==> config.mk <==
export PLATFORM = sky130hd
export DESIGN_NAME = mul32_sequencer
export DESIGN_NICKNAME = d
export VERILOG_FILES = /design/src/rtl/mul_seq_pkg.sv /design/src/rtl/mul_sign_mag.sv /design/src/rtl/mul32_sequencer.sv
export SDC_FILE = /design/constraint.sdc
export NUM_CORES = 1
export LEC_CHECK = 0
export ABC_AREA = 0
export CAP_MARGIN = 40
export CORE_ASPECT_RATIO = 1.4
export CORE_MARGIN = 2
export CORE_UTILIZATION = 30
export DETAILED_ROUTE_END_ITERATION = 7
export GPL_TIMING_DRIVEN = 1
export SYNTH_ARGS = -nofsm -noshare
export SYNTH_HDL_FRONTEND = slang
export SYNTH_SLANG_ARGS = --single-unit
==> constraint.sdc <==
create_clock -name Clk -period 6.9 [get_ports Clk]
set_input_delay 1.035 -clock Clk [delete_from_list [all_inputs] [get_ports Clk]]
set_output_delay 1.035 -clock Clk [all_outputs]
set_load 0.05 [all_outputs]
==> src/rtl/mul_seq_pkg.sv <==
// Shared constants, op encoding and FSM states for the RV32M multiply sequencer.
// pp_align places a 16x16 partial product at its weight in the 64-bit sum.
package mul_seq_pkg;

  localparam int XLEN = 32;
  localparam int HALF = 16;

  localparam logic [1:0] OP_MUL    = 2'b00;
  localparam logic [1:0] OP_MULH   = 2'b01;
  localparam logic [1:0] OP_MULHSU = 2'b10;
  localparam logic [1:0] OP_MULHU  = 2'b11;

  typedef enum logic [2:0] {
    S_IDLE,
    S_ISSUE,
    S_WAIT,
    S_ACC,
    S_FIX,
    S_RESP
  } state_t;

  // idx: 0 lo*lo, 1 lo*hi, 2 hi*lo, 3 hi*hi
  function automatic logic [2*XLEN-1:0] pp_align(input logic [XLEN-1:0] pp,
                                                 input logic [1:0]      idx);
    logic [2*XLEN-1:0] w_ext;
    w_ext = {{XLEN{1'b0}}, pp};
    case (idx)
      2'd0:    return w_ext;
      2'd3:    return w_ext << XLEN;
      default: return w_ext << HALF;
    endcase
  endfunction

endpackage

==> src/rtl/mul_sign_mag.sv <==
// Two's-complement magnitude and sign of one operand; 0x80000000 maps to itself.
module mul_sign_mag
  import mul_seq_pkg::*;
(
  input  logic [XLEN-1:0] i_val,
  input  logic            i_signed,
  output logic [XLEN-1:0] o_mag,
  output logic            o_neg
);

  assign o_neg = i_signed & i_val[XLEN-1];
  assign o_mag = o_neg ? (~i_val + {{(XLEN-1){1'b0}}, 1'b1}) : i_val;

endmodule

==> src/rtl/mul32_sequencer.sv <==
// Runs MUL/MULH/MULHSU/MULHU on an external 16x16 shift-add multiplier by issuing
// partial products of the operand magnitudes and sign-fixing the 64-bit sum.
module mul32_sequencer
  import mul_seq_pkg::*;
#(
  parameter bit SKIP_HH    = 1'b1,
  parameter bit EARLY_ZERO = 1'b1
) (
  input  logic            Clk,
  input  logic            Rst,
  input  logic            req_valid,
  output logic            req_ready,
  input  logic [1:0]      req_op,
  input  logic [XLEN-1:0] req_a,
  input  logic [XLEN-1:0] req_b,
  output logic            rsp_valid,
  input  logic            rsp_ready,
  output logic [XLEN-1:0] rsp_data,
  output logic            busy,
  output logic [HALF-1:0] mul_a,
  output logic [HALF-1:0] mul_b,
  output logic            mul_st,
  input  logic [XLEN-1:0] mul_p,
  input  logic            mul_idle,
  input  logic            mul_done
);

  state_t            r_state, w_next;
  logic [1:0]        r_op;
  logic [XLEN-1:0]   r_mag_a, r_mag_b;
  logic              r_neg, r_zero;
  logic [1:0]        r_idx;
  logic [2*XLEN-1:0] r_acc;
  logic [XLEN-1:0]   r_pp;
  logic [HALF-1:0]   r_mul_a, r_mul_b;
  logic              r_mul_st;
  logic [XLEN-1:0]   r_rsp_data;

  logic              w_sgn_a, w_sgn_b;
  logic [XLEN-1:0]   w_mag_a, w_mag_b;
  logic              w_neg_a, w_neg_b;
  logic              w_zero, w_last, w_cap;
  logic [HALF-1:0]   w_half_a, w_half_b;
  logic [2*XLEN-1:0] w_res;

  assign w_sgn_a = (req_op == OP_MULH) || (req_op == OP_MULHSU);
  assign w_sgn_b = (req_op == OP_MULH);

  mul_sign_mag u_sm_a (
    .i_val    (req_a),
    .i_signed (w_sgn_a),
    .o_mag    (w_mag_a),
    .o_neg    (w_neg_a)
  );

  mul_sign_mag u_sm_b (
    .i_val    (req_b),
    .i_signed (w_sgn_b),
    .o_mag    (w_mag_b),
    .o_neg    (w_neg_b)
  );

  assign w_zero   = EARLY_ZERO && ((req_a == '0) || (req_b == '0));
  assign w_last   = (r_idx == 2'd3) || (SKIP_HH && (r_op == OP_MUL) && (r_idx == 2'd2));
  // Done seen during the St cycle is a leftover level from the previous product.
  assign w_cap    = mul_done && !r_mul_st;
  assign w_half_a = r_idx[1] ? r_mag_a[XLEN-1:HALF] : r_mag_a[HALF-1:0];
  assign w_half_b = r_idx[0] ? r_mag_b[XLEN-1:HALF] : r_mag_b[HALF-1:0];
  assign w_res    = r_neg ? (~r_acc + 64'd1) : r_acc;

  always_ff @(posedge Clk) begin
    if (Rst) r_state <= S_IDLE;
    else     r_state <= w_next;
  end

  always_comb begin
    w_next    = r_state;
    req_ready = 1'b0;
    rsp_valid = 1'b0;
    busy      = 1'b1;
    case (r_state)
      S_IDLE: begin
        req_ready = 1'b1;
        busy      = 1'b0;
        if (req_valid) w_next = S_ISSUE;
      end
      S_ISSUE: begin
        // zero bypass still spends one cycle here so the response lands two edges out
        if (r_zero)        w_next = S_FIX;
        else if (mul_idle) w_next = S_WAIT;
      end
      S_WAIT:  if (w_cap) w_next = S_ACC;
      S_ACC:   w_next = w_last ? S_FIX : S_ISSUE;
      S_FIX:   w_next = S_RESP;
      S_RESP: begin
        rsp_valid = 1'b1;
        if (rsp_ready) w_next = S_IDLE;
      end
      default: w_next = S_IDLE;
    endcase
  end

  always_ff @(posedge Clk) begin
    if (Rst) begin
      r_op       <= OP_MUL;
      r_mag_a    <= '0;
      r_mag_b    <= '0;
      r_neg      <= 1'b0;
      r_zero     <= 1'b0;
      r_idx      <= '0;
      r_acc      <= '0;
      r_pp       <= '0;
      r_mul_a    <= '0;
      r_mul_b    <= '0;
      r_mul_st   <= 1'b0;
      r_rsp_data <= '0;
    end else begin
      r_mul_st <= 1'b0;
      case (r_state)
        S_IDLE: begin
          if (req_valid) begin
            r_op    <= req_op;
            r_mag_a <= w_mag_a;
            r_mag_b <= w_mag_b;
            r_neg   <= w_neg_a ^ w_neg_b;
            r_zero  <= w_zero;
            r_idx   <= '0;
            r_acc   <= '0;
          end
        end
        S_ISSUE: begin
          if (!r_zero && mul_idle) begin
            r_mul_a  <= w_half_a;
            r_mul_b  <= w_half_b;
            r_mul_st <= 1'b1;
          end
        end
        S_WAIT: if (w_cap) r_pp <= mul_p;
        S_ACC: begin
          r_acc <= r_acc + pp_align(r_pp, r_idx);
          if (!w_last) r_idx <= r_idx + 2'd1;
        end
        S_FIX: r_rsp_data <= (r_op == OP_MUL) ? w_res[XLEN-1:0] : w_res[2*XLEN-1:XLEN];
        default: ;
      endcase
    end
  end

  assign mul_a    = r_mul_a;
  assign mul_b    = r_mul_b;
  assign mul_st   = r_mul_st;
  assign rsp_data = r_rsp_data;

endmodule

Word level (Yosys, flattened, before mapping)
Cells that the tools add are included.
{"block": "totals", "regBits": 234, "latchBits": 0, "ramBits": 0, "rom_bits": 0, "in_bits": 104, "output_inout_bits": 68, "word_cells": 85, "memories": 0}
{"block": "op_classes", "add_sub_neg": 5, "multipliers": 0, "div_mod_pow": 0, "magnitude_cmp": 0, "n_eq_ne": 14, "n_shift": 0, "mux": 25, "bitwise": 7, "reduce_logical": 21}
{"cell": "64-bit 2-to-1 mux", "n": 4}
{"cell": "64-bit case mux with 2 select lines", "n": 2}
{"cell": "32-bit 2-to-1 mux", "n": 3}
{"cell": "32-bit by 1-bit adder with 32-bit output, second input constant", "n": 2}
{"cell": "64-bit by 1-bit adder with 64-bit output, second input constant", "n": 1}
{"cell": "64-bit adder", "n": 1}
{"cell": "32-bit logical NOT", "n": 2}
{"cell": "32-bit inverter", "n": 2}
{"cell": "64-bit inverter", "n": 1}
{"cell": "16-bit 2-to-1 mux", "n": 2}
{"cell": "3-bit 2-to-1 mux", "n": 6}
{"cell": "3-bit case mux with 6 select lines", "n": 1}
{"cell": "2-bit inequality test, second input constant", "n": 4}
{"cell": "2-bit AND reduction", "n": 4}
{"cell": "2-bit == test, second input constant", "n": 3}
{"cell": "3-bit by 2-bit == test with 1-bit output, second input constant", "n": 2}
{"cell": "3-bit == test, second input constant", "n": 2}
{"cell": "2-bit logical NOT", "n": 2}
{"cell": "1-bit 2-to-1 mux", "n": 4}
{"cell": "2-bit 2-to-1 mux", "n": 2}
{"cell": "2-bit case mux with 2 select lines", "n": 1}
{"cell": "4-bit AND reduction", "n": 1}
{"cell": "3-bit by 1-bit == test with 1-bit output, second input constant", "n": 1}
{"cell": "1-bit logical AND", "n": 3}
{"cell": "12 further kinds", "n": 16}

Logic depth before layout (Yosys ltp)
Gate-level depths: netlist of the first run.
{"block": "logic_depth", "word_depth": 6, "ltp_mapped": 21, "depth_no_buf": 17}

Hierarchy
A second synthesis of the first run with hierarchy kept.
{"block": "hier_totals", "hier_cells": 2158, "hier_area_um2": 15852.7}
{"mod": "mul32_sequencer", "n_inst": 1, "cells_each": 1946, "area_per_inst_um2": 14438.8, "seq_area_each_um2": 4684.5}
{"mod": "mul_sign_mag", "n_inst": 2, "cells_each": 106, "area_per_inst_um2": 706.9, "seq_area_each_um2": 0.0}

Least setup slack after synthesis of the first run
No wires, ideal clock.
{"block": "synth_path", "path_type": "register to register", "start": "register r_idx[0]", "end": "register r_acc[63]", "setup_time_ns": 0.062, "t_arrival_ns": 5.154, "required_time_ns": 6.838, "setup_slack_ns": 1.684, "path_stages_with_launch": 21, "n_path_buf": 5, "synth_period_minus_slack_ns": 5.216, "path_cell_list": "dfxtp_1 -> clkbuf_1 -> buf_1 -> inv_1 -> ha_1 -> clkbuf_1 -> nor2b_1 -> clkbuf_1 -> and2_1 -> ha_1 -> clkbuf_1 -> nand4_1 -> nor3_1 -> nand4_1 -> o22ai_1 -> o2111ai_1 -> a2111oi_0 -> o211ai_1 -> and3_1 -> or4_1 -> nand3_1"}
{"block": "synth_between", "elab_chain_cells": 6, "word_cells_on_any_way": 7, "classes_between": "add/sub (1); eq/ne (1); mux (4); reduce/logical (1)"}
{"element": "from (decl)", "line": "mul32_sequencer.sv:32", "source": "logic [1:0] r_idx;"}
{"element": "from (signal assigned)", "line": "mul32_sequencer.sv:141", "source": "if (!w_last) r_idx <= r_idx + 2'd1;"}
{"element": "2-bit == test or 2-bit logical NOT (tied branches)", "line": "mul_seq_pkg.sv:27", "source": "case (idx)"}
{"element": "64-bit case mux with 2 select lines (*)", "line": "mul_seq_pkg.sv:27"}
{"element": "64-bit 2-to-1 mux (*)", "line": "mul32_sequencer.sv:119", "source": "case (r_state)"}
{"element": "64-bit 2-to-1 mux (*)", "line": "mul32_sequencer.sv:104", "source": "if (Rst) begin"}
{"element": "64-bit adder (*)", "line": "mul32_sequencer.sv:140", "source": "r_acc <= r_acc + pp_align(r_pp, r_idx);"}
{"element": "64-bit case mux with 2 select lines (*)", "line": "mul32_sequencer.sv:119"}
{"element": "to (signal assigned)", "line": "mul32_sequencer.sv:140"}
{"element": "to (decl)", "line": "mul32_sequencer.sv:33", "source": "logic [2*XLEN-1:0] r_acc;"}
Every way passes the cells marked *; elsewhere a longest branch is shown, timed or not. The select of a mux whose other input is x is not followed.
A chain may end at the register's enable or synchronous reset.

Worst setup path in the final report of the first run
{"block": "layout_path", "start": "register r_idx[0]", "end": "register r_acc[60]"}
Same word-level chain as after synthesis.

==> results list, run 1 <==
* Global-route wire length before repair: 91600 µm
- The synthesized design spends more area on one cell type than any other, namely sky130_fd_sc_hd__dfxtp_1.
- Standard cell area after detailed placement: 0.0179 mm²
- The smallest clock period supported by the final layout is computed as 5.08 ns.
* Total Die Area: 0.0541 mm²
* Leakage power total: 0.00696 µW
- Count of yosys warnings during synthesis: 0
- Together, buffers and inverters on the worst path number 3.
* Total length of routed wires: 60200 µm
- Port-buffer cells: 171
- Synthesis inferred 234 register bits.
- Post-DRT Antenna Nets: 0
* Kind of start point of the critical path: flop
- The final number of max-transition violations is 0.
- TritonCTS sink count: 234
- Total CTS buffers: 28
- Maxcap violations: 0
* Mean number of vias per cell: 5.46
- Site row count: 99
* Core region area: 0.0519 mm²
* # resized after CTS: 0
- Critical path, cell by cell: inv_1, ha_1, buf_8, nor2b_1, and2_1, ha_1, inv_1, fa_1, nor2b_1, o21a_1, a311o_1, a41o_1, a21oi_1, a211oi_1, o21ai_0, a211o_1, a21o_1, a32o_1
- Setup violations remaining at the end of the flow were counted as 0.
- After detailed routing, the average wire length per cell comes to 21.0 µm.
- Synthesis handed over a netlist of 2103 instances.
- Synthesis produced a netlist with a net count of 2286.
- Worst max-slew margin expressed relative to the limit: 34.4%
- Detailed-route DRC error count: 0
- For this configuration, the core starts out at a cell density of 30.2%.
* Root buffer cell: sky130_fd_sc_hd__clkbuf_16
- Worst min path class: flop to flop
* Detailed-placement wirelength estimate: 45900 µm
* I/O pin count: 172
- Result of the run: finished, final reports clean
* Number of nets in the finished design: 2376
- Startpoint-to-endpoint class of the critical path: flop to flop
- Number of setup buffers added after CTS: 0
* Maximum number of pins on one net before global-route repair: 96
- Number of hold buffers added after cts: 0
- Post-synth top flop: sky130_fd_sc_hd__dfxtp_1
* Htree depth: 1
- Layout cell share with drive strength beyond 1: 4.65%
- Yosys cell types: 67
- Max Freq: 197 MHz
* Overflow left after global routing: 0
- In this design, the largest share of critical-path delay is due to compound AO/OA/AOI/OAI gates.
* Mean area per synthesized cell: 7.45 µm²
* Synth Cell Area: 0.0157 mm²
- Part of the Yosys area used for sequential elements: 29.9%
* Pwr per Cell Area: 187 mW/mm²
- Along the worst path, the maximum fanout reaches 17.
* Most numerous cell in the Yosys netlist: sky130_fd_sc_hd__nand2_1
- Register clock-pin slew on the reported worst setup and hold paths: 0.06 ns
- Of all flip-flops after synthesis, the portion carrying an async set or reset was 0%.
* Number of DRC markers in iteration 0: 835
* Via count of the first global-routing pass: 15.7k
- TritonCTS built the clock tree.
* List of most frequent post-synthesis cells: sky130_fd_sc_hd__nand2_1 (337), sky130_fd_sc_hd__dfxtp_1 (234), sky130_fd_sc_hd__a21oi_1 (191)
- Layout Area Growth over Synthesis: 20.2%
* Skew final: 0.0352 ns
* Ratio of final minimum period to clock period: 73.6%
* Antenna violations before repair: 2
- DR vias: 15.7k
- The first detailed-routing pass ran for 6 iterations.
- Number of hold violations in the final report: 0
- From left edge to right edge, the die measures 197 µm.
* Post-route standard cell area excluding fillers: 0.0188 mm²
- Global routing consumed, over all layers together, 21.9% of the routing resources.
* Leading cell types by total area after synthesis: sky130_fd_sc_hd__dfxtp_1 (30%), sky130_fd_sc_hd__nand2_1 (8.1%), sky130_fd_sc_hd__ha_1 (6.2%)
- The synthesized design devotes to its leading area cell type 29.9% of total area.
* Arrival time at the worst endpoint: 5.55 ns
* Die span in y: 274 µm
- The worst setup path is captured at a flop.
- Routability-driven placement finished with a final weighted congestion of 0.981.
* Crit path required time: 7.37 ns
- Setup repair after global routing left no endpoint under its margin.
- On the critical path, the stage with the largest delay is an instance of sky130_fd_sc_hd__nor2b_1.
* Reg2reg setup slack: 1.82 ns
* Number of flops mapped to enable cells by yosys: 0
- Longest individual stage delay on the worst path: 0.80 ns
- Max rail drop VDD: 173 µV
- The clock passes through at most 3 buffers.
- For the pin with the worst max-slew slack, the measured transition is 0.981 ns.
- Clock Latency Late Sink: 0.59 ns
- Setup TNS Final: 0 ns
layout make-up:
type	count	area (µm²)
Timing Repair Buffer	198	1930
Multi-Input combinational cell	1698	10300
Clock inverter	13	173
Clock buffer	37	785
Tap cell	656	821
Antenna cell	1	2.50
Fill cell	5457	33100
Inverter	33	124
Sequential cell	234	4690
power by group:
| part | leakage [µW] | internal [µW] | switching [µW] |
|---|---|---|---|
| sequential | 0.00190 | 1420 | 45.5 |
| combinational | 0.00458 | 191 | 314 |
| clock | 0.000476 | 914 | 645 |
| total | 0.00696 | 2520 | 1000 |
logic make-up (layout without fill, tap and decap cells):
| group | Yosys count | in the layout | synth area share [%] |
|---|---|---|---|
| other | 0 | 1 | 0 |
| muxes | 37 | 37 | 2.47 |
| buffers and inverters | 171 | 281 | 4.41 |
| adders and majority gates | 79 | 79 | 6.36 |
| DFF | 234 | 234 | 29.9 |
| xor gates and xnor gates | 153 | 153 | 8.55 |
| AOI/OAI and AO/OA | 632 | 632 | 25.1 |
| and+or+nand+nor | 797 | 797 | 23.2 |
cells in the final DEF, fill, tap and decap left out, types with 13 or more instances in the layout:
master	Yosys	routed
sky130_fd_sc_hd__a211oi_1	100	100
sky130_fd_sc_hd__a21o_1	26	26
sky130_fd_sc_hd__a21oi_1	191	191
sky130_fd_sc_hd__a311oi_1	13	13
sky130_fd_sc_hd__and2_1	35	34
sky130_fd_sc_hd__buf_4	0	23
sky130_fd_sc_hd__clkbuf_16	0	28
sky130_fd_sc_hd__clkdlybuf4s50_1	0	170
sky130_fd_sc_hd__dfxtp_1	234	233
sky130_fd_sc_hd__ha_1	78	78
sky130_fd_sc_hd__inv_1	33	33
sky130_fd_sc_hd__mux2i_1	36	36
sky130_fd_sc_hd__nand2_1	337	337
sky130_fd_sc_hd__nand3_1	50	50
sky130_fd_sc_hd__nand4_1	21	21
sky130_fd_sc_hd__nor2_1	189	188
sky130_fd_sc_hd__nor3_1	40	38
sky130_fd_sc_hd__nor4_1	14	14
sky130_fd_sc_hd__o211ai_1	13	13
sky130_fd_sc_hd__o21ai_0	164	164
sky130_fd_sc_hd__o21bai_1	16	16
sky130_fd_sc_hd__o31ai_1	32	32
sky130_fd_sc_hd__o41ai_1	13	13
sky130_fd_sc_hd__or3_1	28	28
sky130_fd_sc_hd__or4_1	14	14
sky130_fd_sc_hd__xnor2_1	73	73
sky130_fd_sc_hd__xor2_1	80	80
metal layers:
| metal | routed length (µm) | global-route usage (%) | up-vias | part of all wire, % |
|---|---|---|---|---|
| met1 | 22000 | 22.7 | 7328 | 37 |
| met2 | 30400 | 39.8 | 455 | 51 |
| met3 | 2530 | 2.79 | 179 | 4.2 |
| met5 | 13 | 0 | - | 0.022 |
| met4 | 5210 | 17.1 | 2 | 8.7 |
| li1 | - | - | 7692 | - |
through the flow:
step	hold WS (ns)	utilization, %	instances	setup WS [ns]	power, µW
global placement	0.444	34.3	2815	1.63	1990
global route	0.480	36.3	2870	1.53	3670
detailed placement	0.447	34.4	2819	1.94	2000
CTS	0.455	36.3	2869	1.91	3570
floorplan	0.432	-	2103	1.68	1800
finish	0.452	36.3	2870	1.82	3520
state kept, by name (all words and copies together) (netlist names):
signal,count
r_acc,64
r_neg,1
r_mag_a,32
mul_b,16
r_idx,2
mul_a,16
r_op,2
r_state,3
r_zero,1
mul_st,1
r_mag_b,32
r_pp,32
rsp_data,32
path summary, 6_finish.rpt:
check | startpoint | end | cells after the start
min | r_mag_b[31] | r_mag_b[31] | 2
max | r_idx[0] | r_acc[60] | 18
max reg2reg | r_idx[0] | r_acc[60] | 18
min reg2reg | r_mag_b[31] | r_mag_b[31] | 2
worst register-to-register path, cell delays in order (launching register included):
cell and delay [ns]:
sky130_fd_sc_hd__dfxtp_1 0.31, sky130_fd_sc_hd__inv_1 0.07, sky130_fd_sc_hd__ha_1 0.18, sky130_fd_sc_hd__buf_8 0.19
sky130_fd_sc_hd__nor2b_1 0.80, sky130_fd_sc_hd__and2_1 0.25, sky130_fd_sc_hd__ha_1 0.21, sky130_fd_sc_hd__inv_1 0.07
sky130_fd_sc_hd__fa_1 0.39, sky130_fd_sc_hd__nor2b_1 0.16, sky130_fd_sc_hd__o21a_1 0.17, sky130_fd_sc_hd__a311o_1 0.25
sky130_fd_sc_hd__a41o_1 0.30, sky130_fd_sc_hd__a21oi_1 0.18, sky130_fd_sc_hd__a211oi_1 0.45, sky130_fd_sc_hd__o21ai_0 0.25
sky130_fd_sc_hd__a211o_1 0.33, sky130_fd_sc_hd__a21o_1 0.18, sky130_fd_sc_hd__a32o_1 0.24
Power figures use the tool's default switching activity.
==> inputs of run 2 (changes only) <==
==> constraint.sdc (replaced) <==
create_clock -name Clk -period 4.51 [get_ports Clk]
set_input_delay 0.6765 -clock Clk [delete_from_list [all_inputs] [get_ports Clk]]
set_output_delay 0.6765 -clock Clk [all_outputs]
set_load 0.05 [all_outputs]
==> run 2 against run 1 <==
Compared with the run above: final area increased by 2.2%; global-route usage hardly changed; die area did not move; worst hold slack better by 0.0045 ns; worst setup slack lost 1.6 ns; critical path depth fell by 3; sequential power grew 53%; largest cell class unchanged; fmax increased by 17%; register-to-register slack worse by 1.6 ns.
==> results list, run 2 (synthesis gave the netlist of run 1 again) <==
- Crit path required time: 5.01 ns
- At the end of routability-driven placement, the weighted congestion stood at 0.988.
- Max Freq: 231 MHz
- The floorplan step defined a die boundary enclosing 0.0541 mm².
- Leakage power total: 0.00720 µW
* Detailed-placement wirelength estimate: 46500 µm
* Reg2reg setup slack: 0.17 ns
* Total CTS buffers: 28
* Commonest cells after routing, fill and taps aside: sky130_fd_sc_hd__nand2_1 (336), sky130_fd_sc_hd__dfxtp_1 (233), sky130_fd_sc_hd__a21oi_1 (191)
- Per report_power, the sequential group accounts for 41.8% of the total.
- Area occupied by multi-input gates: 0.0103 mm²
- Clock Latency Late Sink: 0.59 ns
* I/O pin count: 172
* Setup ws final: 0.174 ns
- Overall power consumption: 5350 µW
- The critical path is of the flop to flop type.
- After detailed routing, the average wire length per cell comes to 20.7 µm.
* Setup crit end kind: flop
- TritonCTS built the clock tree.
* Fraction of power consumed by the clock network: 43.7%
- The final number of max-transition violations was 0.
* Capturing point of the worst reg2reg path: r_acc[54]
- OpenSTA, run right after detailed placement, puts the worst setup slack at 0.0997 ns.
- Port-buffer cells: 171
- Mean number of vias per cell: 5.46
- In this run, the combinational gates consume 14.4% of the power.
* Site row count: 99
* Ratio of final minimum period to clock period: 96.1%
* Cell internal pwr: 3800 µW
- Pwr per Cell Area: 278 mW/mm²
- Register Area: 0.00469 mm²
- Skew final: 0.0210 ns
- Root buffer cell: sky130_fd_sc_hd__clkbuf_16
- No sink is reached through more buffers than the 3 on the longest clock path.
* Worst max-slew margin expressed relative to the limit: 40.2%
- Net switching is 29.0% of the power.
- In this run the horizontal extent of the chip is 197 µm.
* Number of hold violations in the final report: 0
* DR vias: 15.9k
* Total length of routed wires: 60300 µm
- Layout Area Growth over Synthesis: 22.8%
- Filler cells: 5364
- 0 antenna diodes ended up in the layout.
- The number of antenna violations at the first check in global routing came to 1.
- Overflow left after global routing: 0
* Net switching component of the power: 1550 µW
- Number of nets in the finished design: 2420
- Setup violations remaining at the end of the flow were counted as 0.
- Effective utilization at floorplan: 30.2%
* Kind of start point of the critical path: flop
- Register clock-pin slew on the reported worst setup and hold paths: 0.07 ns
* Critical Path Fanout Max: 64
- The number of global-route vias before repair is 15.7k.
- Max rail drop VDD: 295 µV
- The first TritonRoute pass finished after 6 iterations.
* Destination of the worst hold path: r_mag_b[31]
* Total routing usage reported by global routing: 21.9%
- The worst register-to-register path has a depth of 15.
- For the worst setup path, the data arrival time is 4.83 ns.
- Beginning of the worst hold path: r_mag_b[31]
* Leading cell type in the layout, fill and taps excluded: sky130_fd_sc_hd__nand2_1
- In this run the number of H-tree levels came out at 1.
- For the pin with the worst max-slew slack, the measured transition is 0.896 ns.
* Register bank with the most flops: r_acc
- Entering global routing, the biggest net connects 101 pins.
- Instance count along the most critical hold path: 2
- Global-route wire length before repair: 91700 µm
- Layout cell share with drive strength beyond 1: 6.78%
* Post-DRT Antenna Nets: 0
- In this run, the number of DRC markers left after iteration 0 of detailed routing was 825.
* Minimum clock period: 4.34 ns
* Detailed-route DRC error count: 0
- The tightest hold path in the finished design has a slack of 0.456 ns.
- Die span in y: 274 µm
- The run finished with clean final reports.
- Number of flip-flops in the largest register: 64
- Worst min path class: flop to flop
- Maxcap violations: 0
- TritonCTS sink count: 234
* Launch point of the worst reg-to-reg path: r_idx[0]
- Core region area: 0.0519 mm²
[run 2: routing by layer]
layer	global-route usage, %	wire length (µm)	vias to the layer above
met2	40.1	30300	516
met1	22.7	22200	7392
met3	3.06	2690	188
met5	0	13	-
met4	16.1	5030	2
li1	-	-	7806
[run 2: worst max path at each step]
stage	startpoint	to	slack [ns]	depth (start not counted)
2_1_floorplan	r_idx[1]	r_acc[63]	0.05	19
3_3_place_gp	r_idx[0]	r_acc[57]	0.16	15
3_5_place_dp	r_idx[0]	r_acc[57]	0.1	15
4_1_cts	r_idx[0]	r_acc[57]	0.08	15
5_1_grt	r_idx[0]	r_acc[57]	-0.05	16
6_report	r_idx[0]	r_acc[54]	0.17	15
[run 2: what timing repair did]
item                                    4_1_cts  5_1_grt
buffers inserted                              0        1
endpoints found under the setup margin        0        7
resized for setup                             0        3
hold buffers                                  0        0
[run 2: metrics by stage]
step | instances | TNS, ns | cell area, µm² | utilization (%)
floorplan | 2103 | 0 | 15700 | -
global placement | 2859 | 0 | 18200 | 35.1
detailed placement | 2862 | 0 | 18300 | 35.2
CTS | 2913 | 0 | 19200 | 37.0
global route | 2914 | -0.0486 | 19200 | 37.1
finish | 2914 | 0 | 19200 | 37.1
[run 2: power groups by stage]
| stage | Sequential, µW | Combinational [µW] | Clock (µW) |
|---|---|---|---|
| floorplan | 2330 | 420 | 0 |
| global placement | 2280 | 764 | 0 |
| detailed placement | 2280 | 773 | 0 |
| CTS | 2240 | 776 | 2400 |
| global route | 2250 | 844 | 2480 |
| finish | 2240 | 772 | 2340 |
[run 2: worst max-delay path: stages, from the launching register on]
cell	delay (ns)
sky130_fd_sc_hd__dfxtp_1	0.33
sky130_fd_sc_hd__inv_1	0.06
sky130_fd_sc_hd__ha_1	0.37
sky130_fd_sc_hd__buf_12	0.25
sky130_fd_sc_hd__o21ai_0	0.15
sky130_fd_sc_hd__ha_1	0.47
sky130_fd_sc_hd__nand2_1	0.17
sky130_fd_sc_hd__o21ai_0	0.41
sky130_fd_sc_hd__a41oi_1	0.14
sky130_fd_sc_hd__nor3_1	0.18
sky130_fd_sc_hd__nor2_1	0.12
sky130_fd_sc_hd__nor3_1	0.57
sky130_fd_sc_hd__a311o_1	0.50
sky130_fd_sc_hd__a21boi_0	0.19
sky130_fd_sc_hd__xor2_1	0.17
sky130_fd_sc_hd__o21ai_0	0.14
[run 2: cell type report]
class,instances,area share (%)
flip-flops and latches,234,24.4
clock inverters,15,0.891
repair buffers,242,12.1
inverters,33,0.644
clock buffers,36,4.01
multi-input cells,1698,53.8
well taps,656,4.27
==> inputs of run 3 (changes only) <==
--- a/config.mk
+++ b/config.mk
@@ -7,9 +7,10 @@
 export LEC_CHECK = 0
 export ABC_AREA = 0
 export CAP_MARGIN = 40
-export CORE_ASPECT_RATIO = 1.4
+export CORE_ASPECT_RATIO = 0.8
 export CORE_MARGIN = 2
 export CORE_UTILIZATION = 30
+export CTS_CLUSTER_DIAMETER = 200
 export DETAILED_ROUTE_END_ITERATION = 7
 export GPL_TIMING_DRIVEN = 1
 export SYNTH_ARGS = -nofsm -noshare
==> run 3 against run 2 <==
Compared with the run above: cell count is 0.48% higher; global-route usage shrank 1.5 points; final area decreased by 0.12%; fmax grew 3.3%; wire length fell by 6.1%; worst setup slack improved by 0.14 ns; core utilization up 0.39 points; critical path depth up 2; critical endpoint is now r_acc[60]; largest cell class unchanged.
==> results list, run 3 (synthesis gave the netlist of run 1 again) <==
- The flow ran to the end, and the final reports show no timing, DRC or antenna violations.
- Filler cells: 5325
- Area occupied by multi-input gates: 0.0103 mm²
- Total routing usage reported by global routing: 20.4%
* Worst min path class: input pin to flop
* Mean number of vias per cell: 5.37
- The number of antenna diodes in the final layout is 0.
- Setup TNS Final: 0 ns
- Once the clock tree was built, the setup fixing pass inserted 0 buffers.
* Minimum clock period: 4.20 ns
- Once layout is complete, the utilization of the core stands at 37.5%.
* Ratio of final minimum period to clock period: 93.0%
- Timing would allow up to 238 MHz.
- Number of hold violations in the final report: 0
- Maxcap violations: 0
* Port-buffer cells: 171
* Core region area: 0.0513 mm²
- The detail route stage leaves a number of antenna-violating nets equal to 0.
- After detailed routing, the total wire length is 56600 µm.
* Antenna violations before repair: 0
* Max rail drop VDD: 273 µV
- Overall power consumption: 5490 µW
- Worst slack at placement: 0.262 ns
- Critical Path Fanout Max: 5
* Commonest cells after routing, fill and taps aside: sky130_fd_sc_hd__nand2_1 (336), sky130_fd_sc_hd__dfxtp_1 (233), sky130_fd_sc_hd__a21oi_1 (190)
- Leakage power total: 0.00715 µW
- Deepest clock path buffer count: 3
* First-pass DRT Iterations: 5
* Total Die Area: 0.0541 mm²
- Reg2reg setup slack: 0.31 ns
* Pwr per Cell Area: 286 mW/mm²
- Beginning of the worst hold path: Rst
- The largest single stage delay on the critical path is 0.39 ns.
- Total CTS buffers: 28
* Max Transition Viols Final: 0
- STA classifies the critical path endpoint as a flop.
* Arrival time at the worst endpoint: 4.68 ns
- For the worst-skew pair, the clock arrives at the later sink with an insertion delay of 0.59 ns.
- Number of DRC markers in iteration 0: 1344
- Launch point of the worst reg-to-reg path: r_idx[0]
- The detailed router placed 15.7k vias in this run.
- The floorplan step set the die height to 208 µm.
- Detailed-placement wirelength estimate: 43100 µm
- TritonCTS sink count: 234
- Capturing point of the worst reg2reg path: r_acc[60]
- The library cell used most frequently in the layout, excluding fill and tap cells, is sky130_fd_sc_hd__nand2_1.
- Htree depth: 1
- The congestion estimate from routability-driven global placement came to 0.954.
- Unrepaired setup endpoints after global routing: false
- In the final design database the tool counted 2406 nets.
- The number of global-route vias before repair was 14.6k.
* Worst max-slew margin expressed relative to the limit: 40.8%
- During I/O placement, the number of pins put on the boundary was 172.
- Summing all flip-flop and latch instances after layout gives 0.00469 mm².
- In the final layout, the share of cells above drive strength 1 is 6.19%.
- Instance count along the most critical hold path: 2
* Buffer and inverter count on the worst path: 2
* Tightest Pin Transition: 0.885 ns
- After global routing the overflow that remains totals 0.
- For this design, the slowest cell found on the critical path is sky130_fd_sc_hd__a211oi_1.
- X dimension of the die: 260 µm
- Skew final: 0.0396 ns
- Number of hold buffers added after cts: 0
- Register bank with the most flops: r_acc
- Destination of the worst hold path: r_acc[1]
* Global-route wire length before repair: 87000 µm
- Reg2Reg Depth: 17
- Effective utilization at floorplan: 30.5%
* Kind of start point of the critical path: flop
- Site row count: 74
- The critical path goes through inv_1, ha_1, nor2b_2, and2_1, ha_1, inv_1, fa_1, nor2b_1, o21a_1, a311o_1, a41o_1, a21oi_1, a211oi_1, o21ai_1, a211o_1, a21o_1, a32o_1.
- # resized after CTS: 0
- Number of flip-flops in the largest register: 64
- TritonCTS built the clock tree.
- Layout Area Growth over Synthesis: 22.6%
- After detailed routing, the average wire length per cell comes to 19.3 µm.
- The tightest hold path in the finished design has a slack of 0.428 ns.
- STA puts the critical path data required time at 4.99 ns.
- Setup ws final: 0.314 ns
- For this run, design rule violations remaining after detail routing come to 0.
- Root buffer cell: sky130_fd_sc_hd__clkbuf_16
- Maximum number of pins on one net before global-route repair: 68
- The kind of cell with the highest combined delay along the critical path is compound AO/OA/AOI/OAI gates.
* Total of endpoints with negative setup slack in the final report: 0
* Register clock-pin slew on the reported worst setup and hold paths: 0.06 ns
- The setup path with the least slack is of type flop to flop.
## run 3: cell count changes in the layout (fill, tap and decap cells not counted), moves of 2 or more
cell                         delta
sky130_fd_sc_hd__buf_4         -14
sky130_fd_sc_hd__buf_12         -3
sky130_fd_sc_hd__bufinv_16      +3
sky130_fd_sc_hd__inv_6          -3
sky130_fd_sc_hd__buf_8          +2
sky130_fd_sc_hd__clkinv_2       -2
sky130_fd_sc_hd__clkinvlp_4     +2
## run 3: power by group
part           switching (µW)  total (µW)  internal, µW
registers                76.9        2240          2170
logic                     475         779           304
clock network             974        2470          1490
## run 3: per-layer routing
layer	global-route usage (%)	share of wire, %	vias to the layer above
met1	29.8	48	7397
met4	4.40	2.1	0
met3	3.98	7.1	71
li1	-	-	7759
met2	30.9	43	483
met5	0	0	-
## run 3: cell type report
| type | instances | share of cell area, % |
|---|---|---|
| Sequential cell | 234 | 24.4 |
| Clock inverter | 14 | 1.13 |
| Clock buffer | 37 | 4.03 |
| Multi-Input combinational cell | 1698 | 53.8 |
| Timing Repair Buffer | 228 | 11.5 |
| Inverter | 33 | 0.645 |
| Tap cell | 684 | 4.45 |
## run 3: how the worst max path moves through the flow
stage,start,to,slack (ns),cells after the start
floorplan,r_idx[1],r_acc[63],0.05,19
global route,r_idx[1],r_acc[57],0.007,17
detailed placement,req_b[8],r_mag_b[27],0.26,9
global placement,r_idx[0],r_acc[57],0.26,17
CTS,r_idx[0],r_acc[60],0.28,17
finish,r_idx[0],r_acc[60],0.31,17
## run 3: stage by stage
| step | std cells | area, µm² |
|---|---|---|
| finish | 2928 | 19200 |
| global route | 2928 | 19200 |
| CTS | 2928 | 19200 |
| detailed placement | 2877 | 18200 |
| global placement | 2872 | 18100 |
| floorplan | 2103 | 15700 |
